$ cat src/rtl/ddr_app_scheduler_if.sv
// Bus bundle for ddr_app_scheduler: system-side command / write-beat / read-beat
// ports plus the DDR2 controller native app ports.
// slave  = scheduler view, master = system + controller model view.
interface ddr_app_scheduler_if #(
  parameter int ADDR_WIDTH = 27,
  parameter int DATA_WIDTH = 64
) ();
  logic                    cmd_valid_i;
  logic                    cmd_ready_o;
  logic                    cmd_write_i;
  logic [ADDR_WIDTH-1:0]   cmd_address_i;
  logic                    wdata_valid_i;
  logic                    wdata_ready_o;
  logic [DATA_WIDTH-1:0]   wdata_i;
  logic [DATA_WIDTH/8-1:0] wmask_i;
  logic                    rdata_valid_o;
  logic [DATA_WIDTH-1:0]   rdata_o;
  logic                    rdata_last_o;
  logic                    app_en_o;
  logic [2:0]              app_cmd_o;
  logic [ADDR_WIDTH-1:0]   app_addr_o;
  logic                    app_rdy_i;
  logic                    app_wdf_wren_o;
  logic [DATA_WIDTH-1:0]   app_wdf_data_o;
  logic [DATA_WIDTH/8-1:0] app_wdf_mask_o;
  logic                    app_wdf_end_o;
  logic                    app_wdf_rdy_i;
  logic [DATA_WIDTH-1:0]   app_rd_data_i;
  logic                    app_rd_data_valid_i;
  logic                    app_rd_data_end_i;

  modport slave (
    input  cmd_valid_i, cmd_write_i, cmd_address_i,
    input  wdata_valid_i, wdata_i, wmask_i,
    input  app_rdy_i, app_wdf_rdy_i,
    input  app_rd_data_i, app_rd_data_valid_i, app_rd_data_end_i,
    output cmd_ready_o, wdata_ready_o,
    output rdata_valid_o, rdata_o, rdata_last_o,
    output app_en_o, app_cmd_o, app_addr_o,
    output app_wdf_wren_o, app_wdf_data_o, app_wdf_mask_o, app_wdf_end_o
  );

  modport master (
    output cmd_valid_i, cmd_write_i, cmd_address_i,
    output wdata_valid_i, wdata_i, wmask_i,
    output app_rdy_i, app_wdf_rdy_i,
    output app_rd_data_i, app_rd_data_valid_i, app_rd_data_end_i,
    input  cmd_ready_o, wdata_ready_o,
    input  rdata_valid_o, rdata_o, rdata_last_o,
    input  app_en_o, app_cmd_o, app_addr_o,
    input  app_wdf_wren_o, app_wdf_data_o, app_wdf_mask_o, app_wdf_end_o
  );
endinterface

$ cat src/rtl/ddr_app_scheduler.sv
// ddr_app_scheduler: command FIFO + issue FSM in front of a DDR2 native app
// interface, write-beat credit metering, in-flight read cap, registered read return.
// Optional: define DDR_APP_SCHEDULER_MASK_EN to forward wmask_i to app_wdf_mask_o;
// otherwise every byte is written.
module ddr_app_scheduler #(
  parameter int ADDR_WIDTH = 27,
  parameter int DATA_WIDTH = 64,
  parameter int BEATS      = 2,
  parameter int CMD_DEPTH  = 8,
  parameter int MAX_READS  = 4
) (
  input  logic               clk_i,
  input  logic               rst_n_i,
  input  logic               init_calib_complete_i,
  ddr_app_scheduler_if.slave bus,
  output logic               idle_o,
  output logic               rd_error_o
);
  localparam int PW   = $clog2(CMD_DEPTH);
  localparam int CNTW = $clog2(CMD_DEPTH + 1);
  localparam int CRW  = $clog2(CMD_DEPTH * BEATS + BEATS + 1);
  localparam int BCW  = (BEATS > 1) ? $clog2(BEATS) : 1;
  localparam int RFW  = $clog2(MAX_READS + 1);

  typedef enum logic [1:0] {IDLE, ISSUE, STALL} state_e;

  state_e                state_q;
  logic [ADDR_WIDTH:0]   mem_q [CMD_DEPTH];
  logic [PW-1:0]         wr_ptr_q, rd_ptr_q;
  logic [CNTW-1:0]       cnt_q, cnt_d;
  logic [CRW-1:0]        credit_q, credit_d;
  logic [BCW-1:0]        beat_q;
  logic [RFW-1:0]        inflight_q;
  logic                  rd_error_q, rdv_q, rdl_q;
  logic [DATA_WIDTH-1:0] rdd_q;

  logic                  empty, full, push, pop, rd_pop, rd_done, rd_dec;
  logic                  head_wr, rd_full, rd_blocked, credit_ok, beat_acc;
  logic [ADDR_WIDTH-1:0] head_addr;

  assign empty      = (cnt_q == '0);
  assign full       = (cnt_q == CNTW'(CMD_DEPTH));
  assign push       = bus.cmd_valid_i & ~full;
  assign {head_wr, head_addr} = mem_q[rd_ptr_q];
  assign rd_full    = (inflight_q == RFW'(MAX_READS));
  assign rd_blocked = ~head_wr & rd_full;
  // app_en is decoded from the state but masked the moment the head read would
  // exceed the cap or calibration drops, so no command escapes on the transition cycle.
  assign bus.app_en_o   = (state_q == ISSUE) & ~rd_blocked & init_calib_complete_i;
  assign bus.app_cmd_o  = head_wr ? 3'b000 : 3'b001;
  assign bus.app_addr_o = head_addr;
  assign pop        = bus.app_en_o & bus.app_rdy_i;
  assign rd_pop     = pop & ~head_wr;
  assign rd_done    = bus.app_rd_data_valid_i & bus.app_rd_data_end_i;
  assign rd_dec     = rd_done & (inflight_q != '0);
  assign cnt_d      = cnt_q + CNTW'(push) - CNTW'(pop);
  assign bus.cmd_ready_o = ~full;

  // Write path: beats only flow against credit earned by accepted write commands.
  assign credit_ok          = (credit_q != '0) & init_calib_complete_i;
  assign bus.wdata_ready_o  = bus.app_wdf_rdy_i & credit_ok;
  assign bus.app_wdf_wren_o = bus.wdata_valid_i & credit_ok;
  assign bus.app_wdf_data_o = bus.wdata_i;
  assign bus.app_wdf_end_o  = (beat_q == BCW'(BEATS - 1));
  assign beat_acc           = bus.wdata_valid_i & bus.wdata_ready_o;
  assign credit_d = credit_q + ((push & bus.cmd_write_i) ? CRW'(BEATS) : CRW'(0)) - CRW'(beat_acc);

`ifdef DDR_APP_SCHEDULER_MASK_EN
  assign bus.app_wdf_mask_o = bus.wmask_i;
`else
  logic unused_wmask;
  assign unused_wmask       = ^bus.wmask_i;
  assign bus.app_wdf_mask_o = '0;
`endif

  assign bus.rdata_valid_o = rdv_q;
  assign bus.rdata_o       = rdd_q;
  assign bus.rdata_last_o  = rdl_q;
  assign rd_error_o        = rd_error_q;
  assign idle_o = empty & (credit_q == '0) & (inflight_q == '0) & (state_q == IDLE);

  // FIFO storage: no reset needed, only entries below cnt_q are ever read.
  always_ff @(posedge clk_i) begin
    if (push) mem_q[wr_ptr_q] <= {bus.cmd_write_i, bus.cmd_address_i};
  end

  // FIFO pointers and occupancy.
  always_ff @(posedge clk_i or negedge rst_n_i) begin
    if (!rst_n_i) begin
      wr_ptr_q <= '0;
      rd_ptr_q <= '0;
      cnt_q    <= '0;
    end else begin
      if (push) wr_ptr_q <= wr_ptr_q + 1'b1;
      if (pop)  rd_ptr_q <= rd_ptr_q + 1'b1;
      cnt_q <= cnt_d;
    end
  end

  // Issue FSM: drain the FIFO back-to-back, park in STALL while the read cap is hit.
  always_ff @(posedge clk_i or negedge rst_n_i) begin
    if (!rst_n_i) begin
      state_q <= IDLE;
    end else begin
      case (state_q)
        IDLE:    if (init_calib_complete_i && !empty) state_q <= ISSUE;
        ISSUE:   if (!init_calib_complete_i)          state_q <= IDLE;
                 else if (pop)                        state_q <= (cnt_d == '0) ? IDLE : ISSUE;
                 else if (rd_blocked)                 state_q <= STALL;
        STALL:   if (!init_calib_complete_i)          state_q <= IDLE;
                 else if (!rd_full)                   state_q <= ISSUE;
        default:                                      state_q <= IDLE;
      endcase
    end
  end

  // Write credit and beat position; the beat position survives calibration loss.
  always_ff @(posedge clk_i or negedge rst_n_i) begin
    if (!rst_n_i) begin
      credit_q <= '0;
      beat_q   <= '0;
    end else begin
      credit_q <= credit_d;
      if (beat_acc) beat_q <= (beat_q == BCW'(BEATS - 1)) ? '0 : beat_q + 1'b1;
    end
  end

  // In-flight read count; an end beat with nothing outstanding is flagged, not counted.
  always_ff @(posedge clk_i or negedge rst_n_i) begin
    if (!rst_n_i) begin
      inflight_q <= '0;
      rd_error_q <= 1'b0;
    end else begin
      if (rd_pop && !rd_dec)      inflight_q <= inflight_q + 1'b1;
      else if (rd_dec && !rd_pop) inflight_q <= inflight_q - 1'b1;
      if (rd_done && inflight_q == '0) rd_error_q <= 1'b1;
    end
  end

  // Read return: one register stage, no backpressure.
  always_ff @(posedge clk_i or negedge rst_n_i) begin
    if (!rst_n_i) begin
      rdv_q <= 1'b0;
      rdl_q <= 1'b0;
      rdd_q <= '0;
    end else begin
      rdv_q <= bus.app_rd_data_valid_i;
      rdl_q <= bus.app_rd_data_end_i;
      rdd_q <= bus.app_rd_data_i;
    end
  end
endmodule

$ cat src/flat_wrapper.sv
// flat-port wrapper written by rule: the top's interface ports become plain ports
module ddr_app_scheduler_flat 
#(
  parameter int ADDR_WIDTH = 27,
  parameter int DATA_WIDTH = 64,
  parameter int BEATS      = 2,
  parameter int CMD_DEPTH  = 8,
  parameter int MAX_READS  = 4
)
  (clk_i, rst_n_i, init_calib_complete_i, idle_o, rd_error_o, bus_cmd_valid_i, bus_cmd_write_i, bus_cmd_address_i, bus_wdata_valid_i, bus_wdata_i, bus_wmask_i, bus_app_rdy_i, bus_app_wdf_rdy_i, bus_app_rd_data_i, bus_app_rd_data_valid_i, bus_app_rd_data_end_i, bus_cmd_ready_o, bus_wdata_ready_o, bus_rdata_valid_o, bus_rdata_o, bus_rdata_last_o, bus_app_en_o, bus_app_cmd_o, bus_app_addr_o, bus_app_wdf_wren_o, bus_app_wdf_data_o, bus_app_wdf_mask_o, bus_app_wdf_end_o);
  ddr_app_scheduler_if #(.ADDR_WIDTH(ADDR_WIDTH), .DATA_WIDTH(DATA_WIDTH)) bus_i ();
  input  logic clk_i;
  input  logic rst_n_i;
  input  logic init_calib_complete_i;
  output logic idle_o;
  output logic rd_error_o;
  input wire logic [$bits(bus_i.cmd_valid_i)-1:0] bus_cmd_valid_i;
  input wire logic [$bits(bus_i.cmd_write_i)-1:0] bus_cmd_write_i;
  input wire logic [$bits(bus_i.cmd_address_i)-1:0] bus_cmd_address_i;
  input wire logic [$bits(bus_i.wdata_valid_i)-1:0] bus_wdata_valid_i;
  input wire logic [$bits(bus_i.wdata_i)-1:0] bus_wdata_i;
  input wire logic [$bits(bus_i.wmask_i)-1:0] bus_wmask_i;
  input wire logic [$bits(bus_i.app_rdy_i)-1:0] bus_app_rdy_i;
  input wire logic [$bits(bus_i.app_wdf_rdy_i)-1:0] bus_app_wdf_rdy_i;
  input wire logic [$bits(bus_i.app_rd_data_i)-1:0] bus_app_rd_data_i;
  input wire logic [$bits(bus_i.app_rd_data_valid_i)-1:0] bus_app_rd_data_valid_i;
  input wire logic [$bits(bus_i.app_rd_data_end_i)-1:0] bus_app_rd_data_end_i;
  output wire logic [$bits(bus_i.cmd_ready_o)-1:0] bus_cmd_ready_o;
  output wire logic [$bits(bus_i.wdata_ready_o)-1:0] bus_wdata_ready_o;
  output wire logic [$bits(bus_i.rdata_valid_o)-1:0] bus_rdata_valid_o;
  output wire logic [$bits(bus_i.rdata_o)-1:0] bus_rdata_o;
  output wire logic [$bits(bus_i.rdata_last_o)-1:0] bus_rdata_last_o;
  output wire logic [$bits(bus_i.app_en_o)-1:0] bus_app_en_o;
  output wire logic [$bits(bus_i.app_cmd_o)-1:0] bus_app_cmd_o;
  output wire logic [$bits(bus_i.app_addr_o)-1:0] bus_app_addr_o;
  output wire logic [$bits(bus_i.app_wdf_wren_o)-1:0] bus_app_wdf_wren_o;
  output wire logic [$bits(bus_i.app_wdf_data_o)-1:0] bus_app_wdf_data_o;
  output wire logic [$bits(bus_i.app_wdf_mask_o)-1:0] bus_app_wdf_mask_o;
  output wire logic [$bits(bus_i.app_wdf_end_o)-1:0] bus_app_wdf_end_o;
  assign bus_i.cmd_valid_i = bus_cmd_valid_i;
  assign bus_i.cmd_write_i = bus_cmd_write_i;
  assign bus_i.cmd_address_i = bus_cmd_address_i;
  assign bus_i.wdata_valid_i = bus_wdata_valid_i;
  assign bus_i.wdata_i = bus_wdata_i;
  assign bus_i.wmask_i = bus_wmask_i;
  assign bus_i.app_rdy_i = bus_app_rdy_i;
  assign bus_i.app_wdf_rdy_i = bus_app_wdf_rdy_i;
  assign bus_i.app_rd_data_i = bus_app_rd_data_i;
  assign bus_i.app_rd_data_valid_i = bus_app_rd_data_valid_i;
  assign bus_i.app_rd_data_end_i = bus_app_rd_data_end_i;
  assign bus_cmd_ready_o = bus_i.cmd_ready_o;
  assign bus_wdata_ready_o = bus_i.wdata_ready_o;
  assign bus_rdata_valid_o = bus_i.rdata_valid_o;
  assign bus_rdata_o = bus_i.rdata_o;
  assign bus_rdata_last_o = bus_i.rdata_last_o;
  assign bus_app_en_o = bus_i.app_en_o;
  assign bus_app_cmd_o = bus_i.app_cmd_o;
  assign bus_app_addr_o = bus_i.app_addr_o;
  assign bus_app_wdf_wren_o = bus_i.app_wdf_wren_o;
  assign bus_app_wdf_data_o = bus_i.app_wdf_data_o;
  assign bus_app_wdf_mask_o = bus_i.app_wdf_mask_o;
  assign bus_app_wdf_end_o = bus_i.app_wdf_end_o;
  ddr_app_scheduler #(.ADDR_WIDTH(ADDR_WIDTH), .DATA_WIDTH(DATA_WIDTH), .BEATS(BEATS), .CMD_DEPTH(CMD_DEPTH), .MAX_READS(MAX_READS)) u_core (.clk_i(clk_i), .rst_n_i(rst_n_i), .init_calib_complete_i(init_calib_complete_i), .bus(bus_i), .idle_o(idle_o), .rd_error_o(rd_error_o));
endmodule
$ cat config.mk
export PLATFORM = sky130hd
export DESIGN_NAME = ddr_app_scheduler_flat
export DESIGN_NICKNAME = d
export VERILOG_FILES = /design/src/rtl/ddr_app_scheduler_if.sv /design/src/rtl/ddr_app_scheduler.sv /design/src/flat_wrapper.sv
export SDC_FILE = /design/constraint.sdc
export NUM_CORES = 1
export LEC_CHECK = 0
export CORE_MARGIN = 10
export CORE_UTILIZATION = 50
export CTS_CLUSTER_DIAMETER = 30
export DETAILED_ROUTE_END_ITERATION = 7
export PLACE_DENSITY_LB_ADDON = 0.3
export SYNTH_ARGS = -nofsm -noshare
export SYNTH_HDL_FRONTEND = slang
export SYNTH_SLANG_ARGS = --single-unit
$ cat constraint.sdc
create_clock -name clk_i -period 11.44 [get_ports clk_i]
set_input_delay 1.144 -clock clk_i [delete_from_list [all_inputs] [get_ports clk_i]]
set_output_delay 1.144 -clock clk_i [all_outputs]
set_load 0.03 [all_outputs]
==> out/qor.yml <==
yosys:
  synth_top_area_share: 0.5618
  netlist_area_um2: 11970
  async_flop_share: 0.2821
  yosys.area.top_type: "edfxtp_1"
  synth_most_common_cell: "edfxtp_1"
  synth_edf_count: 224
  synthAdderAreaFrac: 0.02069
  yosysWarnings: 0
  avgSynthCellArea_um2: 19.99
  synth_top_family_by_area: "multiplexers"
  synth_area_leaders: "edfxtp_1 (56%), dfrtp_1 (18%), mux4_2 (10%), buf_4 (5.0%), mux2_2 (2.6%)"
  synth.distinct_cells: 38
  muxShareOfSynthArea: 0.1363
  synth_compound_area_frac: 0.008046
  syn_inst: 599
  seq_area_frac_synth: 0.7457
  synthFlopType: "edfxtp_1"
  ys_ff_latch: 312
  ys_top_cells_by_count: "edfxtp_1 (224), dfrtp_1 (88), buf_4 (79)"
  yosys.area_share.simple: 0.01933
  synthXorXnorAreaFrac: 0.009509
clock_network:
  cts_sinks: 312
  path_clk_slew_ps: 50
  postCtsSetupBuffers: 0
  hold_buffers: 0
  ctsResizeCount: 0
  numCtsBuffers: 52
  root_buffer: "clkbuf_16"
  cts_buffer_depth: 3
  cts_max_level: 2
  cts_tree: "yes"
  worstSkewPairLatency_ps: 540
setup_path:
  r2r_end: "u_core.state_q[0]$_DFFE_PN0P_"
  r2r_start: "u_core.rd_ptr_q[2]$_DFFE_PN0P_"
  cp.required_ps: 10300
  critPathCaptureType: "output port"
  worst_ep_arrival_time_ps: 3280
  worstRegToRegCells: 13
  startpoint: "u_core.rd_ptr_q[0]$_DFFE_PN0P_"
  worstSetupPathType: "reg2out"
  reg2reg_setup_slack_ps: 7560
  start_kind: "register"
  cp_max_fo: 57
  cp-endpoint: "bus_app_addr_o[24]"
timing:
  finalHoldViolCount: 0
  rsz0062_at_grt: "no"
  post-route-min-period_ps: 4428
  period_share: 0.3870
  drv_slew: 0
  max_freq_mhz: 225.9
  setup_slack_ps: 7012
  tightest_slew_ps: 1153
  final.setup_skew_ps: 18.62
  relSlewSlack: 0.2312
  setup_viol: 0
  setup_tns_ps: 0
global_routing:
  first_global_vias: 6926
  grt.total_usage: 0.1747
  grt_first_pass_wirelength_um: 40970
  grt_remaining_overflow: 0
  grt_max_degree: 89
  antenna_found_initial: 2
flow_run:
  cap_violations: 0
floorplan:
  core_area_um2: 23540
  start_util: 0.5086
  io_pins: 348
  fp.dieArea_um2: 30540
  die_h_um: 174.8
  die_w_um: 174.8
  placementRows: 56
pwr:
  leakage_uw: 0.005689
  ir_drop_mv: 0.1453
  power.density_nw_per_um2: 271.8
detailed_routing:
  antenna_left: 0
  wl_per_cell_um: 23.28
  via_per_inst: 5.231
  routed_wl_um: 26660
  num_vias: 5990
  firstDrtPassIters: 4
  drt_iter0_drc: 279
  drcViolationCount: 0
layout:
  n_fill_cell: 1562
  register_area_um2: 8935
  fin_nets: 971
  drive_gt1_frac: 0.2330
  area_growth_pct: 31.31
  multi_input_area_um2: 2407
min_path:
  hold_class: "reg2reg"
place:
  io_buffers: 201
  place_hpwl_um: 16550
  place_ws_ps: 7072
  gp_congestion: 0.7614
outcome:
  outcome: "completed"
## worst min path at each step
stage / from / to / slack [ps] / cells past startpoint
2_1_floorplan: u_core.inflight_q[2]$_DFFE_PN0P_ / u_core.inflight_q[2]$_DFFE_PN0P_ / 460 / 1
3_3_place_gp: u_core.bus.app_wdf_end_o$_DFFE_PN0P_ / u_core.bus.app_wdf_end_o$_DFFE_PN0P_ / 460 / 1
3_5_place_dp: u_core.bus.app_wdf_end_o$_DFFE_PN0P_ / u_core.bus.app_wdf_end_o$_DFFE_PN0P_ / 460 / 1
4_1_cts: u_core.bus.app_wdf_end_o$_DFFE_PN0P_ / u_core.bus.app_wdf_end_o$_DFFE_PN0P_ / 470 / 1
5_1_grt: u_core.bus.app_wdf_end_o$_DFFE_PN0P_ / u_core.bus.app_wdf_end_o$_DFFE_PN0P_ / 500 / 1
6_report: u_core.bus.app_wdf_end_o$_DFFE_PN0P_ / u_core.bus.app_wdf_end_o$_DFFE_PN0P_ / 470 / 1
## stage by stage
step	instance area (um2)	util	hold slack [ps]	power, uW	cells
after floorplan	12010	-	455.7	2344	608
after global placement	13880	0.5897	459.9	2687	1045
after detailed placement	13880	0.5897	460.3	2733	1045
after CTS	15720	0.6676	473.6	4333	1143
after global routing	15720	0.6676	504.5	4468	1143
final	15720	0.6678	469.3	4274	1145
## final cells by class
cell class / count / share of cell area
diodes: 2 / 0.0003183
clock buffers: 65 / 0.09183
clock inverters: 33 / 0.02491
inverters: 23 / 0.005491
multi-input cells: 184 / 0.1531
flip-flops and latches: 312 / 0.5683
well taps: 319 / 0.02539
repair buffers: 207 / 0.1307
## flip-flops by register name, indices dropped and copies added (netlist names)
register                  count
u_core.bus.rdata_valid_o      1
u_core.rd_ptr_q               3
u_core.inflight_q             3
u_core.cnt_q                  4
u_core.state_q                2
u_core.mem_q                224
u_core.credit_q               5
u_core.bus.rdata_last_o       1
u_core.bus.app_wdf_end_o      1
u_core.wr_ptr_q               3
u_core.rd_error_o             1
u_core.bus.rdata_o           64
## logic make-up after synthesis
family | after synthesis
and+or+nand+nor | 43
DFF | 312
xor gates and xnor gates | 13
AOI/OAI and AO/OA | 13
muxes | 87
buffers and inverters | 112
adders and majority gates | 18
other | 1
## layer usage
layer  part of all wire  global-route usage  up-vias
li1                   -                   -     2584
met1               0.36              0.1933     3043
met2               0.50              0.2893      311
met3               0.12             0.08881       52
met4              0.018             0.05334        0
met5                  0                   0        -
## power breakdown
| group | total [uW] | internal, uW | leakage [uW] | switching [uW] |
|---|---|---|---|---|
| combinational | 1150 | 562 | 0.00174 | 584 |
| clock | 1580 | 1060 | 0.000893 | 525 |
| sequential | 1550 | 1390 | 0.00306 | 153 |
## worst max-delay path, cell delays in order, from the launching register on
cell	delay, ps
dfrtp_4	1160
mux4_2	620
mux2_2	300
clkdlybuf4s50_1	670
## placed cells by master (no fill, tap or decap), drive strengths merged, types with 7 or more instances in the layout
cell type and n:
conb 10, clkbuf 65, clkinv 17, nor2 7
buf 7, dfrtp 88, mux2 29, xnor2 7
inv 28, clkdlybuf4s50 200, mux4 56, edfxtp 224
nand2 13, bufinv 7, ha 15
(Power assumes the default switching activity.)
